--- src/rtl/lsu_pkg.sv ---
// Shared types and lane helpers for the load/store unit.
package lsu_pkg;

  typedef enum logic [1:0] {
    SZ_B = 2'b00,
    SZ_H = 2'b01,
    SZ_W = 2'b10,
    SZ_R = 2'b11
  } size_e;

  typedef enum logic {
    IDLE  = 1'b0,
    MERGE = 1'b1
  } state_e;

  // Pull the addressed byte/half lane out of a word and extend it to 32 bits.
  function automatic logic [31:0] lane_extract(input logic [31:0] word,
                                               input logic [1:0]  off,
                                               input size_e       size,
                                               input logic        uns);
    logic [31:0] sh_b;
    logic [31:0] sh_h;
    sh_b = word >> {off, 3'b000};
    sh_h = word >> {off[1], 4'b0000};
    case (size)
      SZ_B:    lane_extract = {{24{~uns & sh_b[7]}}, sh_b[7:0]};
      SZ_H:    lane_extract = {{16{~uns & sh_h[15]}}, sh_h[15:0]};
      default: lane_extract = word;
    endcase
  endfunction

  // Replace the addressed byte/half lane of a word with the low bits of wdata.
  function automatic logic [31:0] lane_merge(input logic [31:0] word,
                                             input logic [31:0] wdata,
                                             input logic [1:0]  off,
                                             input size_e       size);
    logic [4:0]  amt;
    logic [31:0] mask;
    amt  = (size == SZ_H) ? {off[1], 4'b0000} : {off, 3'b000};
    mask = ((size == SZ_H) ? 32'h0000_FFFF : 32'h0000_00FF) << amt;
    if (size == SZ_W) lane_merge = wdata;
    else              lane_merge = (word & ~mask) | ((wdata << amt) & mask);
  endfunction

endpackage

--- src/rtl/lsu_align.sv ---
// Combinational lane extract/extend (load path) and lane merge (store path).
module lsu_align
  import lsu_pkg::*;
(
  input  logic [31:0] rdata,
  input  logic [31:0] wdata,
  input  logic [1:0]  off,
  input  logic [1:0]  size,
  input  logic        uns,
  output logic [31:0] load_data,
  output logic [31:0] merged
);

  // Both lane functions evaluated on the same memory word.
  always_comb begin
    load_data = lane_extract(rdata, off, size_e'(size), uns);
    merged    = lane_merge(rdata, wdata, off, size_e'(size));
  end

endmodule

--- src/rtl/lsu_mem_ctrl.sv ---
// Load/store unit: byte/half/word loads, word stores, sub-word stores as RMW.
module lsu_mem_ctrl
  import lsu_pkg::*;
#(
  parameter int unsigned ADDR_W = 10,
  parameter int unsigned XLEN   = 32
) (
  input  logic            clk,
  input  logic            rst,
  input  logic            req_valid_i,
  output logic            req_ready_o,
  input  logic            req_we_i,
  input  logic [1:0]      req_size_i,
  input  logic            req_unsigned_i,
  input  logic [31:0]     req_addr_i,
  input  logic [XLEN-1:0] req_wdata_i,
  input  logic [4:0]      req_rd_i,
  output logic            resp_valid_o,
  output logic [XLEN-1:0] resp_rdata_o,
  output logic [4:0]      resp_rd_o,
  output logic            misalign_o,
  output logic [31:0]     exc_addr_o,
  output logic            mem_req_o,
  output logic            mem_we_o,
  output logic [31:0]     mem_waddr_o,
  output logic [XLEN-1:0] mem_wdata_o,
  output logic [31:0]     mem_raddr_o,
  input  logic [XLEN-1:0] mem_rdata_i
);

  state_e      state;
  logic [29:0] lat_word;
  logic [1:0]  lat_off;
  size_e       lat_size;
  logic [15:0] lat_wdata;

  size_e       size_in;
  logic        misaligned;
  logic        accept;
  logic [31:0] req_word_addr;
  logic [1:0]  al_off;
  logic [1:0]  al_size;
  logic [31:0] load_data;
  logic [31:0] merged;

  // Word address of the request; bits above ADDR_W pass through for the memory to ignore.
  assign req_word_addr = {req_addr_i[31:ADDR_W], req_addr_i[ADDR_W-1:2], 2'b00};
  assign req_ready_o   = (state == IDLE);
  assign accept        = req_valid_i & req_ready_o;
  assign size_in       = size_e'(req_size_i);

  // Alignment check on the incoming request.
  always_comb begin
    misaligned = 1'b0;
    case (size_in)
      SZ_H:    misaligned = req_addr_i[0];
      SZ_W:    misaligned = (req_addr_i[1:0] != 2'b00);
      SZ_R:    misaligned = 1'b1;
      default: misaligned = 1'b0;
    endcase
  end

  // One shared aligner: request lane in IDLE (loads), latched lane in MERGE (stores).
  assign al_off  = (state == MERGE) ? lat_off  : req_addr_i[1:0];
  assign al_size = (state == MERGE) ? lat_size : req_size_i;

  lsu_align u_align (
    .rdata     (mem_rdata_i),
    .wdata     ({16'h0000, lat_wdata}),
    .off       (al_off),
    .size      (al_size),
    .uns       (req_unsigned_i),
    .load_data (load_data),
    .merged    (merged)
  );

  // Memory port drive: word store in accept cycle, merged write in MERGE, forced low in reset.
  always_comb begin
    mem_req_o   = 1'b0;
    mem_we_o    = 1'b0;
    mem_waddr_o = req_word_addr;
    mem_raddr_o = req_word_addr;
    mem_wdata_o = '0;
    if (state == MERGE) begin
      mem_raddr_o = {lat_word, 2'b00};
      mem_waddr_o = {lat_word, 2'b00};
      mem_req_o   = 1'b1;
      mem_we_o    = 1'b1;
      mem_wdata_o = merged;
    end else if (accept && req_we_i && !misaligned && size_in == SZ_W) begin
      mem_req_o   = 1'b1;
      mem_we_o    = 1'b1;
      mem_wdata_o = req_wdata_i;
    end
    if (!rst) begin
      mem_req_o   = 1'b0;
      mem_we_o    = 1'b0;
      mem_waddr_o = '0;
      mem_raddr_o = '0;
      mem_wdata_o = '0;
    end
  end

  // Control FSM with registered response and exception outputs.
  always_ff @(posedge clk or negedge rst) begin
    if (!rst) begin
      state        <= IDLE;
      resp_valid_o <= 1'b0;
      resp_rdata_o <= '0;
      resp_rd_o    <= '0;
      misalign_o   <= 1'b0;
      exc_addr_o   <= '0;
      lat_word     <= '0;
      lat_off      <= '0;
      lat_size     <= SZ_B;
      lat_wdata    <= '0;
    end else begin
      resp_valid_o <= 1'b0;
      misalign_o   <= 1'b0;
      case (state)
        IDLE: begin
          if (accept) begin
            if (misaligned) begin
              misalign_o <= 1'b1;
              exc_addr_o <= req_addr_i;
            end else if (!req_we_i) begin
              resp_valid_o <= 1'b1;
              resp_rdata_o <= load_data;
              resp_rd_o    <= req_rd_i;
            end else if (size_in != SZ_W) begin
              lat_word  <= req_word_addr[31:2];
              lat_off   <= req_addr_i[1:0];
              lat_size  <= size_in;
              lat_wdata <= req_wdata_i[15:0];
              state     <= MERGE;
            end
          end
        end
        MERGE:   state <= IDLE;
        default: state <= IDLE;
      endcase
    end
  end

endmodule

--- config.mk ---
export PLATFORM = sky130hd
export DESIGN_NAME = lsu_mem_ctrl
export DESIGN_NICKNAME = d
export VERILOG_FILES = /design/src/rtl/lsu_pkg.sv /design/src/rtl/lsu_align.sv /design/src/rtl/lsu_mem_ctrl.sv
export SDC_FILE = /design/constraint.sdc
export NUM_CORES = 1
export LEC_CHECK = 0
export ABC_AREA = 1
export BUFFER_PORTS_ARGS = -buffer_cell sky130_fd_sc_hd__buf_4
export CAP_MARGIN = 40
export CORE_UTILIZATION = 50
export DETAILED_ROUTE_END_ITERATION = 12
export HOLD_SLACK_MARGIN = 0.15
export PLACE_DENSITY = 0.8
export SYNTH_ARGS = -nofsm -noshare
export SYNTH_HDL_FRONTEND = slang
export SYNTH_SLANG_ARGS = --single-unit
--- constraint.sdc ---
create_clock -name clk -period 2.1 [get_ports clk]
set_clock_uncertainty 0.1 [all_clocks]
set_input_delay 0.105 -clock clk [delete_from_list [all_inputs] [get_ports clk]]
set_output_delay 0.105 -clock clk [all_outputs]
set_load 0.01 [all_outputs]
After elaboration in Yosys (flattened, before gate mapping) --
Index checks and enable logic that the tools add are counted.
Word-level totals: flip-flop bits (word level) 122, bits of input ports 108, output and inout bits 170, logic and storage cells 67
Cells by class: eq/ne operators 6, shift-type cells 4, mux-type cells 27, bitwise operators 11, reductions and logical operators 9
Operators by type and width (count):
- 32-bit two-way mux | 6
- 32-bit bitwise AND | 2
- 32-bit one-hot mux with 2 select lines | 1
- 16-bit by 5-bit left shift with 32-bit output | 2
- 32-bit inverter | 1
- 32-bit bitwise OR | 1
- 32-bit by 5-bit >> shifter with 16-bit output | 1
- 32-bit by 5-bit >> shifter with 8-bit output | 1
- 16-bit two-way mux | 1
- 1-bit two-way mux | 14
- 2-bit == test, second input constant | 3
- 5-bit AND reduction | 1
- 2-bit by 1-bit == test with 1-bit output, second input constant | 2
- 2-bit two-way mux | 2
- 4-bit two-way mux | 1
- 1-bit inverter | 4
- 4-bit AND reduction | 1
- 1-bit bitwise AND | 3
- 1-bit logical AND | 3
- 1-bit one-hot mux with 3 select lines | 1
- 3-bit AND reduction | 1
- 2-bit zero test | 1
- 2-bit inequality test, second input constant | 1
- 1-bit one-hot mux with 2 select lines | 1
- other kinds (2) | 2

Depth between registers and ports, before layout --
depth in word-level cells 10, gate-level depth with buffers 13, mapped depth without buffers 11

By module --
Synthesis repeated with hierarchy kept, for this count alone.
Second synthesis, totals: cells, all modules 1083, area total of the unflattened synthesis 7678.6 um2
By module, submodules not included:
- lsu_mem_ctrl | times used 1, cells each 716, area each 5920.7 um2, sequential area each 3052.9 um2
- lsu_align | times used 1, cells each 367, area each 1757.9 um2, sequential area each 0.0 um2

Least setup slack after synthesis --
No wires, ideal clock.
kind register to output, start point reg state, end point out mem_wdata_o[7], data arrival time 1.530 ns, required time 1.895 ns, path slack 0.365 ns, cell stages (with the launch flop) 9, path buffers 1, cell sequence dfrtp_1 > inv_2 > nand2_1 > nor2_1 > nand3_1 > a21boi_2 > buf_2 > o21ai_0 > nor2_1
Between the ends: word-level cells in the longest chain between the ends 10, elaborated cells on any way between the ends 21, those cells by class 2 x eq/ne; 2 x shift; 8 x mux; 6 x bitwise; 3 x reduce/logical
RTL lines:
- start: declaration | line lsu_mem_ctrl.sv:31 | state_e state;
- start signal: assignment | line lsu_mem_ctrl.sv:107 | state <= IDLE;
- start signal: assignment | line lsu_mem_ctrl.sv:135 | state <= MERGE;
- start signal: assignment | line lsu_mem_ctrl.sv:139 | MERGE: state <= IDLE;
- 2-bit two-way mux | line lsu_mem_ctrl.sv:65 | assign al_size = (state == MERGE) ? lat_size : req_size_i;
- 2-bit by 1-bit == test with 1-bit output | line lsu_pkg.sv:39, lsu_pkg.sv:40
- 16-bit two-way mux or 4-bit two-way mux (tied branches) | line lsu_pkg.sv:40, lsu_pkg.sv:39
- 16-bit by 5-bit left shift with 32-bit output | line lsu_pkg.sv:40 | mask = ((size == SZ_H) ? 32'h0000_FFFF : 32'h0000_00FF) << amt;
- 32-bit inverter | line lsu_pkg.sv:42 | else lane_merge = (word & ~mask) | ((wdata << amt) & mask);
- 32-bit bitwise AND | line lsu_pkg.sv:42
- 32-bit bitwise OR | line lsu_pkg.sv:42
- 32-bit two-way mux | line lsu_pkg.sv:41 | if (size == SZ_W) lane_merge = wdata;
- 32-bit two-way mux (*) | line lsu_mem_ctrl.sv:84 | if (state == MERGE) begin
- 32-bit two-way mux (*) | line lsu_mem_ctrl.sv:95 | if (!rst) begin
- end: declaration | line lsu_mem_ctrl.sv:26 | output logic [XLEN-1:0] mem_wdata_o,
Every way passes the cells marked *; elsewhere a longest branch is shown, timed or not.

Worst setup path after layout --
start point reg state, end point out mem_wdata_o[30]
Same word-level chain as after synthesis.

==> impl_results.md <==
- Max-slew violations: 0
- Total of warnings raised by yosys: 0
- Endpoint class of the critical path: output pin
- Top Usage Layer GRT: met2
- CTS max path bufs: 2
- Global Route met2 Usage: 64.9%
- Total GRT Usage: 38.7%
- Clock power share: 34.5%
- I/O Buffers: 273
- Detailed Route WL: 36300 um
- Initial antenna violation count: 3
- Fmax achieved: 0.390 GHz
- Min-delay src: req_addr_i[1]
- Clk sinks: 122
- Setup crit start: state
- Global route total overflow: 0
- Seq/Total Area, Yosys: 41.7%
- Worst-path clk slew: 0.06 ns
- Initial DRC count: 1457
- P per Cell Area: 753 nW/um2
- Worst IR Drop VDD: 0.526 mV
- PnR Total Power: 9320 uW
- Hold depth: 6
- Synth Flop Type: dfrtp_1
- Post-route insts no fill: 1615
- Largest net degree at the start of global routing: 65
- Worst-Margin Slew: 0.925 ns
- Worst Reg-to-Reg Cells: 9
- CP Max Fanout: 8
- Failing checks: setup timing
- Setup slack, reg-to-reg: -0.03 ns
- Final setup vio count: 94
- Critical path arrival: 2.36 ns
- Reg2reg end: lat_word[6]
- Asr flop ratio synth: 100%
- Leak pwr: 0.00635 uW
- CTS Buf Count: 17
- Slew HR: 38.1%
- Setup ws final: -0.463 ns
- Iteration count of the initial detailed-routing pass: 9
- Crit path kind: flip-flop to output pin
- Routed via count: 9611
- Die span in y: 123 um
- WP data required: 1.89 ns
- Final hold vios: 0
- Placement Setup Slack: 0.0335 ns
- Synth top area share: 41.7%
- FF+latch count, synth: 122
- Avg Vias per Cell: 5.95
- NetSw: 3160 uW
- Switching share of power: 33.9%
- Estimated wirelength of the detail-placed design: 18100 um
- Number of synthesized flops with an enable pin: 0
- RSZ-0062 raised after global routing: yes
- Most instantiated cells after synthesis: nand2_1 (277), o21ai_0 (144), inv_1 (126)
- Die W: 123 um
- Average size of a mapped cell: 6.96 um2
- Mapped Cells: 1051
- RePlAce Congestion: 0.943
- IO Pins: 278
- Area contributors post-synth: dfrtp_1 (42%), nand2_1 (14%), o21ai_0 (9.8%)
- Cell Int Power: 6150 uW
- Drt wl/cell: 22.5 um
- Share of layout cells above drive strength 1: 38.5%
- Final nets: 1527
- Worst setup SP type: flip-flop
- DRC viols: 0
- First-pass GRT wire length: 44000 um
- Initial Utilization: 51.9%
- Area leader, netlist: dfrtp_1
- Met1 GRT Util: 46.1%
- Worst reg2reg path startpoint: state
- CTS HTree Levels: 4
- Max_cap viols: 0
- Die area: 15100 um2
- Yosys cell types: 30
- Clk_lat worst skew: 0.43 ns
- Core area: 14100 um2
- Area delta synth->final: 69.2%
- CTS tree: done
- Status: complete, but fails checks
- Hold endpoint: resp_rdata_o[7]
- Cell area after synthesis: 7320 um2
- Sequential power share: 34.3%
- Vias in the first global route: 8341
- Tmin final: 2.56 ns
- Hold WC Path Type: input port to flip-flop
- Final worst path period share: 122%
- CTS root buf: clkbuf_16
- GR Util met3: 8.81%
- Detail Route Antenna Nets: 0
- Top-count cell post-synth: nand2_1
- Number of cell rows: 43
- Logic pwr share: 31.2%
- Utilization after layout: 87.8%
- Placed insts: 1446
==> metrics by stage <==
stage | instance area (um2) | hold slack [ns] | TNS (ns)
after global placement | 9370 | -0.103 | 0
after floorplan | 7330 | -0.291 | 0
after global routing | 12400 | 0.205 | -16.60
final | 12400 | 0.204 | -13.31
after detailed placement | 9370 | -0.0953 | 0
after CTS | 11300 | -0.0848 | -5.34
==> final cells by class <==
cell class,instances,area [um2]
flip-flops and latches,122,3050
well taps,180,225
clock inverters,10,164
diodes,3,7.51
clock buffers,22,464
inverters,135,542
fillers,689,1720
repair buffers,438,3870
multi-input cells,705,4050
==> cells in the final DEF (no fill, tap or decap), types with 4 or more instances in the layout <==
master,n
a21oi_4,26
bufinv_16,4
nand3_2,4
nand2_2,20
nand2_4,15
o21ai_0,105
buf_6,25
o211ai_1,8
nand2_1,255
or2_2,15
dlygate4sd3_1,94
inv_1,125
inv_4,4
nor2_1,60
buf_12,9
o21ai_1,9
clkbuf_16,21
or2_0,5
o21ai_2,27
a21oi_1,35
a21oi_2,46
dfrtp_1,121
nand3_1,51
buf_4,299
o21ai_4,7
conb_1,4
buf_8,4
==> cells by family after synthesis <==
group / after synthesis / share of synthesized area, %
AND/OR/NAND/NOR: 431 / 24.9
flip-flops: 122 / 41.7
buffers and inverters: 230 / 14.4
other: 1 / 0.0513
AO/OA/AOI/OAI: 267 / 18.9
==> routing by layer <==
metal	vias up	part of all wire, %
li1	4035	-
met1	4468	33
met2	842	46
met3	266	12
met4	0	9.1
met5	-	0
==> critical path, cell delays in order (launching register included) <==
cell,delay [ns]
dfrtp_2,0.46
buf_4,0.16
nand2_1,0.09
nand2_2,0.09
nand2_4,0.13
buf_4,0.18
nand3_1,0.24
nand2_2,0.16
nand2_1,0.08
nand2_1,0.09
a21oi_2,0.07
buf_4,0.16
==> worst max-delay path by stage <==
stage / to / slack [ns] / cells after the start
2_1_floorplan: mem_wdata_o[7] / 0.37 / 8
3_3_place_gp: mem_wdata_o[29] / 0.04 / 8
3_5_place_dp: mem_wdata_o[25] / 0.03 / 8
4_1_cts: mem_wdata_o[18] / -0.20 / 9
5_1_grt: mem_wdata_o[29] / -0.48 / 12
6_report: mem_wdata_o[30] / -0.46 / 11
==> power by group through the flow <==
stage               Clock, uW  Combinational [uW]  Sequential [uW]
floorplan                   0                1060             3200
detailed placement          0                2210             3120
global route             3310                3090             3230
finish                   3220                2910             3190
global placement            0                2170             3110
CTS                      3180                2450             3090
==> state kept, by name, indices dropped and copies added, names as in the netlist, 2 cells and up <==
register      cells
exc_addr_o       32
resp_rdata_o     32
lat_word         30
lat_wdata        16
resp_rd_o         5
lat_off           2
lat_size          2
==> repair_timing <==
action	in CTS	in global routing
setup endpoints to repair	47	107
hold buffers	93	2
gates resized for setup	56	222
cloned	4	11
pin swaps	14	27
hold endpoints to repair	241	15
setup buffers	14	10
(Power assumes the default switching activity.)
